### config.mk
export PLATFORM = sky130hd
export DESIGN_NAME = sonar_ping_timestamp
export DESIGN_NICKNAME = d
export VERILOG_FILES = /design/src/rtl/sonar_ping_timestamp.sv
export SDC_FILE = /design/constraint.sdc
export NUM_CORES = 1
export LEC_CHECK = 0
export CORE_UTILIZATION = 35
export DETAILED_ROUTE_END_ITERATION = 10
export PLACE_DENSITY_LB_ADDON = 0.05
export SYNTH_ARGS = -nofsm -noshare
export SYNTH_HDL_FRONTEND = slang
export SYNTH_SLANG_ARGS = --single-unit
### constraint.sdc
create_clock -name clk -period 5.78 [get_ports clk]
set_input_delay 1.156 -clock clk [delete_from_list [all_inputs] [get_ports clk]]
set_output_delay 1.156 -clock clk [all_outputs]
set_load 0.005 [all_outputs]
### src/rtl/sonar_ping_timestamp.sv
// sonar_ping_timestamp
//
// Timestamps one ping arrival on each of four hydrophone channels. Times are
// taken from the free-running six-bit SONAR tick counter and are relative to
// the first channel that fires. The per-channel deltas are handed to the
// time-difference-of-arrival bearing logic through a valid/ack handshake.
//
// Parameters
//   WINDOW    capture window in counter ticks after the first arrival (1..63)
//
// Ports
//   clk       system clock; all state changes on the rising edge
//   reset     synchronous, active-high; returns to IDLE and clears outputs
//   arm       single-cycle request to start a capture (only taken in IDLE)
//   count     six-bit tick counter value, sampled every clock
//   detect    per-channel threshold-crossing levels, synchronous to clk
//   ack       consumer accepts the result while valid is high
//   busy      high while armed or capturing
//   valid     high while a finished result is presented
//   captured  bit i set when channel i arrived within the window
//   first_ch  channels whose edge fell on the first-arrival cycle
//   delta     {d3,d2,d1,d0}, six bits each: ticks after first arrival, mod 64

module sonar_ping_timestamp #(
  parameter int WINDOW = 40
) (
  input  logic        clk,
  input  logic        reset,
  input  logic        arm,
  input  logic [5:0]  count,
  input  logic [3:0]  detect,
  input  logic        ack,
  output logic        busy,
  output logic        valid,
  output logic [3:0]  captured,
  output logic [3:0]  first_ch,
  output logic [23:0] delta
);

  typedef enum logic [1:0] {IDLE, ARMED, CAPTURE, DONE} state_t;

  localparam logic [5:0] WIN = 6'(WINDOW);

  state_t      state, state_n;
  logic [3:0]  detect_d;
  logic [5:0]  t_first, t_first_n;
  logic [3:0]  captured_n, first_ch_n;
  logic [23:0] delta_n;

  logic [3:0]  edge_v;
  logic [3:0]  fresh;
  logic [3:0]  merged;
  logic [5:0]  elapsed;
  logic        expired;

  // Registers: state, the one-cycle detect history and the result fields.
  always_ff @(posedge clk) begin
    if (reset) begin
      state    <= IDLE;
      detect_d <= '0;
      t_first  <= '0;
      captured <= '0;
      first_ch <= '0;
      delta    <= '0;
    end else begin
      state    <= state_n;
      detect_d <= detect;
      t_first  <= t_first_n;
      captured <= captured_n;
      first_ch <= first_ch_n;
      delta    <= delta_n;
    end
  end

  // Next-state and result update. The six-bit subtraction wraps naturally,
  // so a counter rollover during capture needs no special case because the
  // window is always shorter than the counter period. A stalled counter
  // simply freezes elapsed, which also freezes the window.
  always_comb begin
    edge_v     = detect & ~detect_d;
    elapsed    = count - t_first;
    expired    = (elapsed >= WIN);
    fresh      = edge_v & ~captured;
    merged     = captured | fresh;

    state_n    = state;
    t_first_n  = t_first;
    captured_n = captured;
    first_ch_n = first_ch;
    delta_n    = delta;

    case (state)
      IDLE: begin
        if (arm) begin
          state_n    = ARMED;
          captured_n = '0;
          first_ch_n = '0;
          delta_n    = '0;
        end
      end
      ARMED: begin
        if (|edge_v) begin
          t_first_n  = count;
          captured_n = edge_v;
          first_ch_n = edge_v;
          delta_n    = '0;
          state_n    = (edge_v == 4'b1111) ? DONE : CAPTURE;
        end
      end
      CAPTURE: begin
        // Once the window has closed, edges on that same cycle are dropped.
        if (expired) begin
          state_n = DONE;
        end else begin
          captured_n = merged;
          for (int i = 0; i < 4; i++) begin
            if (fresh[i]) delta_n[i*6 +: 6] = elapsed;
          end
          if (merged == 4'b1111) state_n = DONE;
        end
      end
      DONE: begin
        if (ack) state_n = IDLE;
      end
      default: state_n = IDLE;
    endcase
  end

  assign busy  = (state == ARMED) || (state == CAPTURE);
  assign valid = (state == DONE);

endmodule
Yosys cells after proc, flatten, opt, wreduce, memory -nomap -nowiden
Index checks and enable logic that the tools add are counted.
{ "word_totals": {"ff_bits": 44, "out_inout_bits": 34, "wordCells": 63} }
{ "op_classes": {"n_addsub": 1, "order_cmp": 1, "n_eq_ne": 14, "mux": 20, "n_bitwise": 5, "n_reduce_logical": 13} }
{ "ops": {"columns": ["cell", "count"], "rows": [
  ["24-bit two-way mux", 3],
  ["24-bit one-hot mux with 3 select lines", 1],
  ["6-bit two-way mux", 4],
  ["5-bit AND reduction", 4],
  ["2-bit != test, second input constant", 8],
  ["4-bit two-way mux", 3],
  ["4-bit one-hot mux with 3 select lines", 1],
  ["2-bit two-way mux", 5],
  ["4-bit bitwise AND", 2],
  ["4-bit equality test, second input constant", 2],
  ["4-bit inverter", 2],
  ["2-bit one-hot mux with 4 select lines", 1],
  ["4-bit one-hot mux with 2 select lines", 1],
  ["4-bit AND reduction", 2],
  ["6-bit >= comparator, second input constant", 1],
  ["6-bit subtractor", 1],
  ["2-bit equality test, second input constant", 2],
  ["4-bit bitwise OR", 1],
  ["4-bit OR reduction", 1],
  ["3-bit != test, second input constant", 1],
  ["3-bit AND reduction", 1],
  ["3-bit nonzero test", 1],
  ["2-bit by 1-bit equality test with 1-bit output, second input constant", 1],
  ["2-bit zero test", 1],
  ["other kinds (4)", 4]
]} }

Logic depth before layout (Yosys ltp)
Gate-level depths: netlist of the first run.
{ "depth": {"depth_word": 8, "ltp_mapped": 11, "mapped_depth_nobuf": 10} }

Worst setup path before layout of the first run
No wires, ideal clock.
{ "synth_path": {"path_kind": "input port to flip-flop", "from": "input port count[0]", "to": "register delta[0]", "arrival_ns": 3.088, "required_time_ns": 5.663, "setup_slack_ns": 2.574, "cell_stages": 11, "path_cell_list": "inv_1 ha_1 inv_1 fa_1 and3_2 o21a_1 o22ai_2 and3_4 nor3_4 buf_6 a32o_1"} }
{ "synth_via": {"elab_chain_cells": 4, "elab_cells_between_ends": 7, "cone_classes": "1 x add/sub; 1 x order compare; 1 x eq/ne; 3 x mux; 1 x reduce/logical"} }
{ "synth_lines": {"columns": ["item", "line_no", "text"], "rows": [
  ["start: declaration", "30", "input logic [5:0] count,"],
  ["6-bit subtractor *", "81", "elapsed = count - t_first;"],
  ["6-bit >= comparator or 6-bit two-way mux (tied branches)", "82, 117", null],
  ["2-bit != test (no line) or 24-bit two-way mux (tied branches)", null, null],
  ["5-bit AND reduction (no line) or 24-bit one-hot mux with 3 select lines (tied branches)", null, null],
  ["end signal: assignment", "71", "delta <= delta_n;"],
  ["end: declaration", "37", "output logic [23:0] delta"]
]} }
Every way passes the cells marked *; elsewhere a longest branch is shown, timed or not. The select of a mux whose other input is x is not followed.
A chain may end at the register's enable or synchronous reset.

Final worst setup path of the first run
{ "layout_path": {"from": "input port count[0]", "to": "register delta[3]"} }
Same word-level chain as after synthesis.

==> results of run 1 <==
[cell families after synthesis]
family,Yosys count,synth area share
compound gates,59,0.260
buf+inv,14,0.0292
fa+ha+maj,12,0.0751
mux,6,0.0286
xor+xnor,2,0.00834
flops,44,0.420
simple gates,54,0.179
[synthesized netlist by cell type, types with 2 or more instances]
cell type,n
a21o_1,3
a21oi_1,2
a21oi_2,2
a22o_1,4
a22oi_1,4
a2bb2o_1,3
a311oi_2,4
a32o_1,15
and2b_4,2
clkbuf_1,2
dfxtp_1,44
ha_1,11
inv_1,10
mux2i_1,6
nand2b_1,8
nor2_1,17
nor2b_1,10
nor2b_4,2
nor3_2,2
o21a_1,3
o22ai_1,3
o2bb2ai_1,5
xor2_1,2
[report_power, final]
part | internal (uW) | total [uW] | switching, uW | leakage, uW
Sequential | 330 | 353 | 22.6 | 0.000357
Clock | 130 | 245 | 115 | 0.0000583
Combinational | 188 | 442 | 254 | 0.000636
[area by class of cell]
class	instances	area (um2)
Fill cell	519	2890
Multi-Input combinational cell	133	1160
Sequential cell	44	881
Timing Repair Buffer	47	470
Tap cell	72	90.1
Clock buffer	5	68.8
Clock inverter	3	47.5
Inverter	10	37.5
[sequential cells by signal, indices dropped and copies added, names as in the netlist]
signal and flops:
captured 4, delta 24, detect_d 4, first_ch 4, state 2, t_first 6
[critical path, cell delays in order]
cell and delay, ns:
clkdlybuf4s50_1 0.40, inv_1 0.07, ha_1 0.18, inv_1 0.06, fa_1 0.38, and3_2 0.20, nor3_2 0.15, o22ai_2 0.14
and3_4 0.23, nor3_4 0.57, a32o_1 0.27
[metrics by stage]
| stage | power [uW] | cells | util | hold slack [ns] |
|---|---|---|---|---|
| 4_1_cts | 1050 | 314 | 0.488 | 0.476 |
| 6_report | 1040 | 314 | 0.488 | 0.473 |
| 2_1_floorplan | 682 | 191 | - | 0.456 |
| 5_1_grt | 1110 | 314 | 0.488 | 0.485 |
| 3_5_place_dp | 801 | 306 | 0.467 | 0.449 |
| 3_3_place_gp | 803 | 306 | 0.467 | 0.455 |
[layout by cell type, fill, tap and decap left out, types with 3 or more instances in the layout]
cell             instances
o22ai_1                  3
nor2b_1                 10
a311oi_2                 4
clkbuf_8                 5
o2bb2ai_1                5
a21o_1                   3
nor2_1                  17
mux2i_1                  6
a2bb2o_1                 3
nand2b_1                 8
ha_1                    11
o21a_1                   3
clkdlybuf4s50_1         47
a22oi_1                  4
dfxtp_1                 44
a32o_1                  15
a22o_1                   4
inv_1                   10
[routing by layer]
| metal | vias up | track usage | share of wire |
|---|---|---|---|
| met5 | - | 0 | 0 |
| met4 | 0 | 0.0491 | 0.010 |
| met3 | 7 | 0.0389 | 0.044 |
| met2 | 36 | 0.256 | 0.44 |
| met1 | 792 | 0.225 | 0.50 |
| li1 | 832 | - | - |
[final timing paths]
check,start,to,slack [ns],cells past startpoint
hold / removal,delta[20],delta[20],0.47,1
hold reg to reg,delta[20],delta[20],0.47,1
setup reg to reg,t_first[0],delta[3],3.19,9
setup / recovery,count[0],delta[3],2.21,11
==> impl_metrics.tcl, run 1 <==
set metrics [dict create \
    post_cts_buffers 0 \
    cts_buffers 5 \
    synthTopCellsByArea "dfxtp_1, a32o_1, ha_1" \
    layout-drive-gt1-share 0.128 \
    antenna_found_initial 0 \
    finalSetupViolCount 0 \
    routedWlPerCell_um 15.7 \
    worst_slew_pin_slew_ns 0.924 \
    cp_max_fo 16 \
    cts_tree "built" \
    dieArea_um2 6310 \
    fp-row-count 27 \
    worst_ep_arrival_time_ns 3.82 \
    grt_pass1_vias 1578 \
    worstSkewPairLatency_ns 0.30 \
    powerDensity_nw_per_um2 378 \
    status "complete, no violations" \
    syn-cell-area_um2 2100 \
    area_growth_pct 31.1 \
    synth_warnings 0 \
    cts_sinks 44 \
    ant_nets 0 \
    crit_required_ns 6.03 \
    rsz0062_at_grt "false" \
    die_h_um 79.5 \
    dp_hpwl_mm 3.64 \
    drt_iter0_markers 62 \
    dpl_cell_area_um2 2640 \
    max_slew_margin 0.382 \
    worstSetupStartpointType "input pin" \
    hold_path.class "flop to flop" \
    yosysTopAreaCell "dfxtp_1" \
    gr-usage-all-layers 0.165 \
    cts_resized 0 \
    cellLeakagePower_uw 0.00105 \
    synth_edf_count 0 \
    ys_types 50 \
    cts-root-buf "clkbuf_8" \
    core_um2 5640 \
    syn_avg_cell_area_um2 11.0 \
    cap_violations 0 \
    end_kind "flop" \
    setup_slack_ns 2.21 \
    portBuffers 47 \
    vdd_drop_max_mv 0.146 \
    final_area_um2 2750 \
    synthesis.nets 217 \
    cts_max_path_buffers 2 \
    ios 48 \
    pre_cts_slack_ns 1.91 \
    clock.fmax_ghz 0.280 \
    grt_pass1_wl_mm 8.01 \
    synth-async-reset-ratio 0 \
    htreeDepth 2 \
    tns_ns 0 \
    critPathKind "input pin to flop" \
    gp_congestion 0.760 \
    layout_min_cycle_time_ns 3.57 \
    nets 267 \
    skew_ns 0.00358 \
    vias 1667 \
    synth_top_area_frac 0.420 \
    start_util 0.372 \
    slew_violations 0 \
    grt_max_degree 24 \
    finalCritPeriodShare 0.618 \
    synth_flop_cell "dfxtp_1" \
    ys_ff_latch 44 \
    first_pass_iters 4 \
    drc 0 \
    gr-total-overflow 0 \
    cts_hold_buffers 0 \
    avgViaCountPerCell 5.31 \
    antenna_cells 0 \
    hold_violations 0 \
    postSynthCellCount 191 \
    routed_wl_mm 4.93 \
    path_clk_slew_ns 0.09 \
    die_width_um 79.5 \
    yosysSeqAreaShare 0.420 \
]
Note: power is estimated with default switching activity, not from simulation.
==> run 2, diff against run 1 <==
==> constraint.sdc (replaced) <==
create_clock -name clk -period 3.5 [get_ports clk]
set_input_delay 0.7 -clock clk [delete_from_list [all_inputs] [get_ports clk]]
set_output_delay 0.7 -clock clk [all_outputs]
set_load 0.005 [all_outputs]
==> impl_metrics.tcl, run 2 (synthesized netlist as in run 1, its figures left out) <==
set metrics [dict create \
    status "complete, no violations" \
    dp_hpwl_mm 3.65 \
    path_clk_slew_ns 0.09 \
    die_h_um 79.5 \
    r2r-start "t_first[0]" \
    die_width_um 79.5 \
    cts_hold_buffers 0 \
    crit_required_ns 3.74 \
    finalCritPeriodShare 0.884 \
    skew_ns 0.00936 \
    clock.fmax_ghz 0.323 \
    hold_start "delta[8]" \
    layout_common_cells "clkdlybuf4s50_1, dfxtp_1, nor2_1" \
    critPathLaunch "count[0]" \
    cts_sinks 44 \
    max_slew_margin 0.589 \
    critPathKind "input pin to flop" \
    layout_min_cycle_time_ns 3.10 \
    drc 0 \
    nets 272 \
    worst-r2r-setup-slack_ns 0.93 \
    vias 1691 \
    hold_violations 0 \
    grt_max_degree 19 \
    reg_top3 "delta: 24 flops, t_first: 6 flops" \
    largest_register "delta" \
    grt_pass1_vias 1655 \
    worstSkewPairLatency_ns 0.30 \
    cp_max_fo 16 \
    area_growth_pct 32.8 \
    cts_tree "built" \
    layout-drive-gt1-share 0.146 \
    worstSetupStartpointType "input pin" \
    pre_cts_slack_ns 0.0899 \
    slew_violations 0 \
    avgViaCountPerCell 5.30 \
    portBuffers 47 \
    gp_congestion 0.812 \
    core_um2 5640 \
    antenna_cells 0 \
    fp-row-count 27 \
    cts_buffers 5 \
    first_pass_iters 4 \
    final_common_cell "clkdlybuf4s50_1" \
    drt_iter0_markers 70 \
    rsz0062_at_grt "false" \
    start_util 0.372 \
    cellLeakagePower_uw 0.00107 \
    ant_nets 0 \
    worst_ep_arrival_time_ns 3.34 \
    post_cts_buffers 0 \
    setup_slack_ns 0.405 \
    tns_ns 0 \
    cts_max_path_buffers 2 \
    powerDensity_nw_per_um2 622 \
    routedWlPerCell_um 15.3 \
    largest_reg_flops 24 \
    antenna_found_initial 0 \
    worst_slew_pin_slew_ns 0.615 \
    gr-usage-all-layers 0.161 \
    cap_violations 0 \
    htreeDepth 2 \
    gr-total-overflow 0 \
    vdd_drop_max_mv 0.287 \
    ios 48 \
    dieArea_um2 6310 \
    routed_wl_mm 4.89 \
    hold_path.class "flop to flop" \
    end_kind "flop" \
    cts_resized 0 \
    finalSetupViolCount 0 \
    cts-root-buf "clkbuf_8" \
    grt_pass1_wl_mm 7.89 \
]
-- run 2: layer usage --
metal,global-route usage,vias to the layer above,share of wire
met5,0,-,0
met3,0.0320,7,0.032
met2,0.252,34,0.46
met1,0.219,821,0.50
li1,-,829,-
met4,0.0509,0,0.013
-- run 2: report_power, final --
group          internal, uW  leakage, uW  total [uW]  switching (uW)
registers               546     0.000357         581            35.8
logic                   327     0.000661         751             424
clock network           215    0.0000548         402             187
-- run 2: final timing paths --
check                  end  cells after the start
setup / recovery  delta[1]                     11
hold reg to reg   delta[8]                      1
hold / removal    delta[8]                      1
setup reg to reg  delta[1]                      9
-- run 2: per-stage QoR --
step | total power [uW] | hold WS [ns] | utilization | area (um2) | std cells
6_report | 1730 | 0.474 | 0.494 | 2790 | 319
2_1_floorplan | 1130 | 0.456 | - | 2100 | 191
3_5_place_dp | 1340 | 0.451 | 0.474 | 2670 | 311
5_1_grt | 1840 | 0.498 | 0.494 | 2790 | 319
4_1_cts | 1750 | 0.477 | 0.494 | 2790 | 319
3_3_place_gp | 1350 | 0.454 | 0.474 | 2670 | 311
-- run 2: worst max-delay path: stages --
cell and delay (ns):
clkdlybuf4s50_1 0.40, inv_1 0.07, ha_1 0.18, inv_1 0.06, fa_1 0.39, and3_2 0.21
nor3_2 0.16, o22ai_2 0.14, and3_4 0.23, nor3_4 0.55, a32o_1 0.26
-- run 2: cell type report --
| cell class | count | area (um2) |
|---|---|---|
| Sequential cell | 44 | 881 |
| Multi-Input combinational cell | 133 | 1160 |
| Inverter | 10 | 37.5 |
| Fill cell | 551 | 2850 |
| Clock buffer | 5 | 68.8 |
| Timing Repair Buffer | 52 | 508 |
| Tap cell | 72 | 90.1 |
| Clock inverter | 3 | 46.3 |
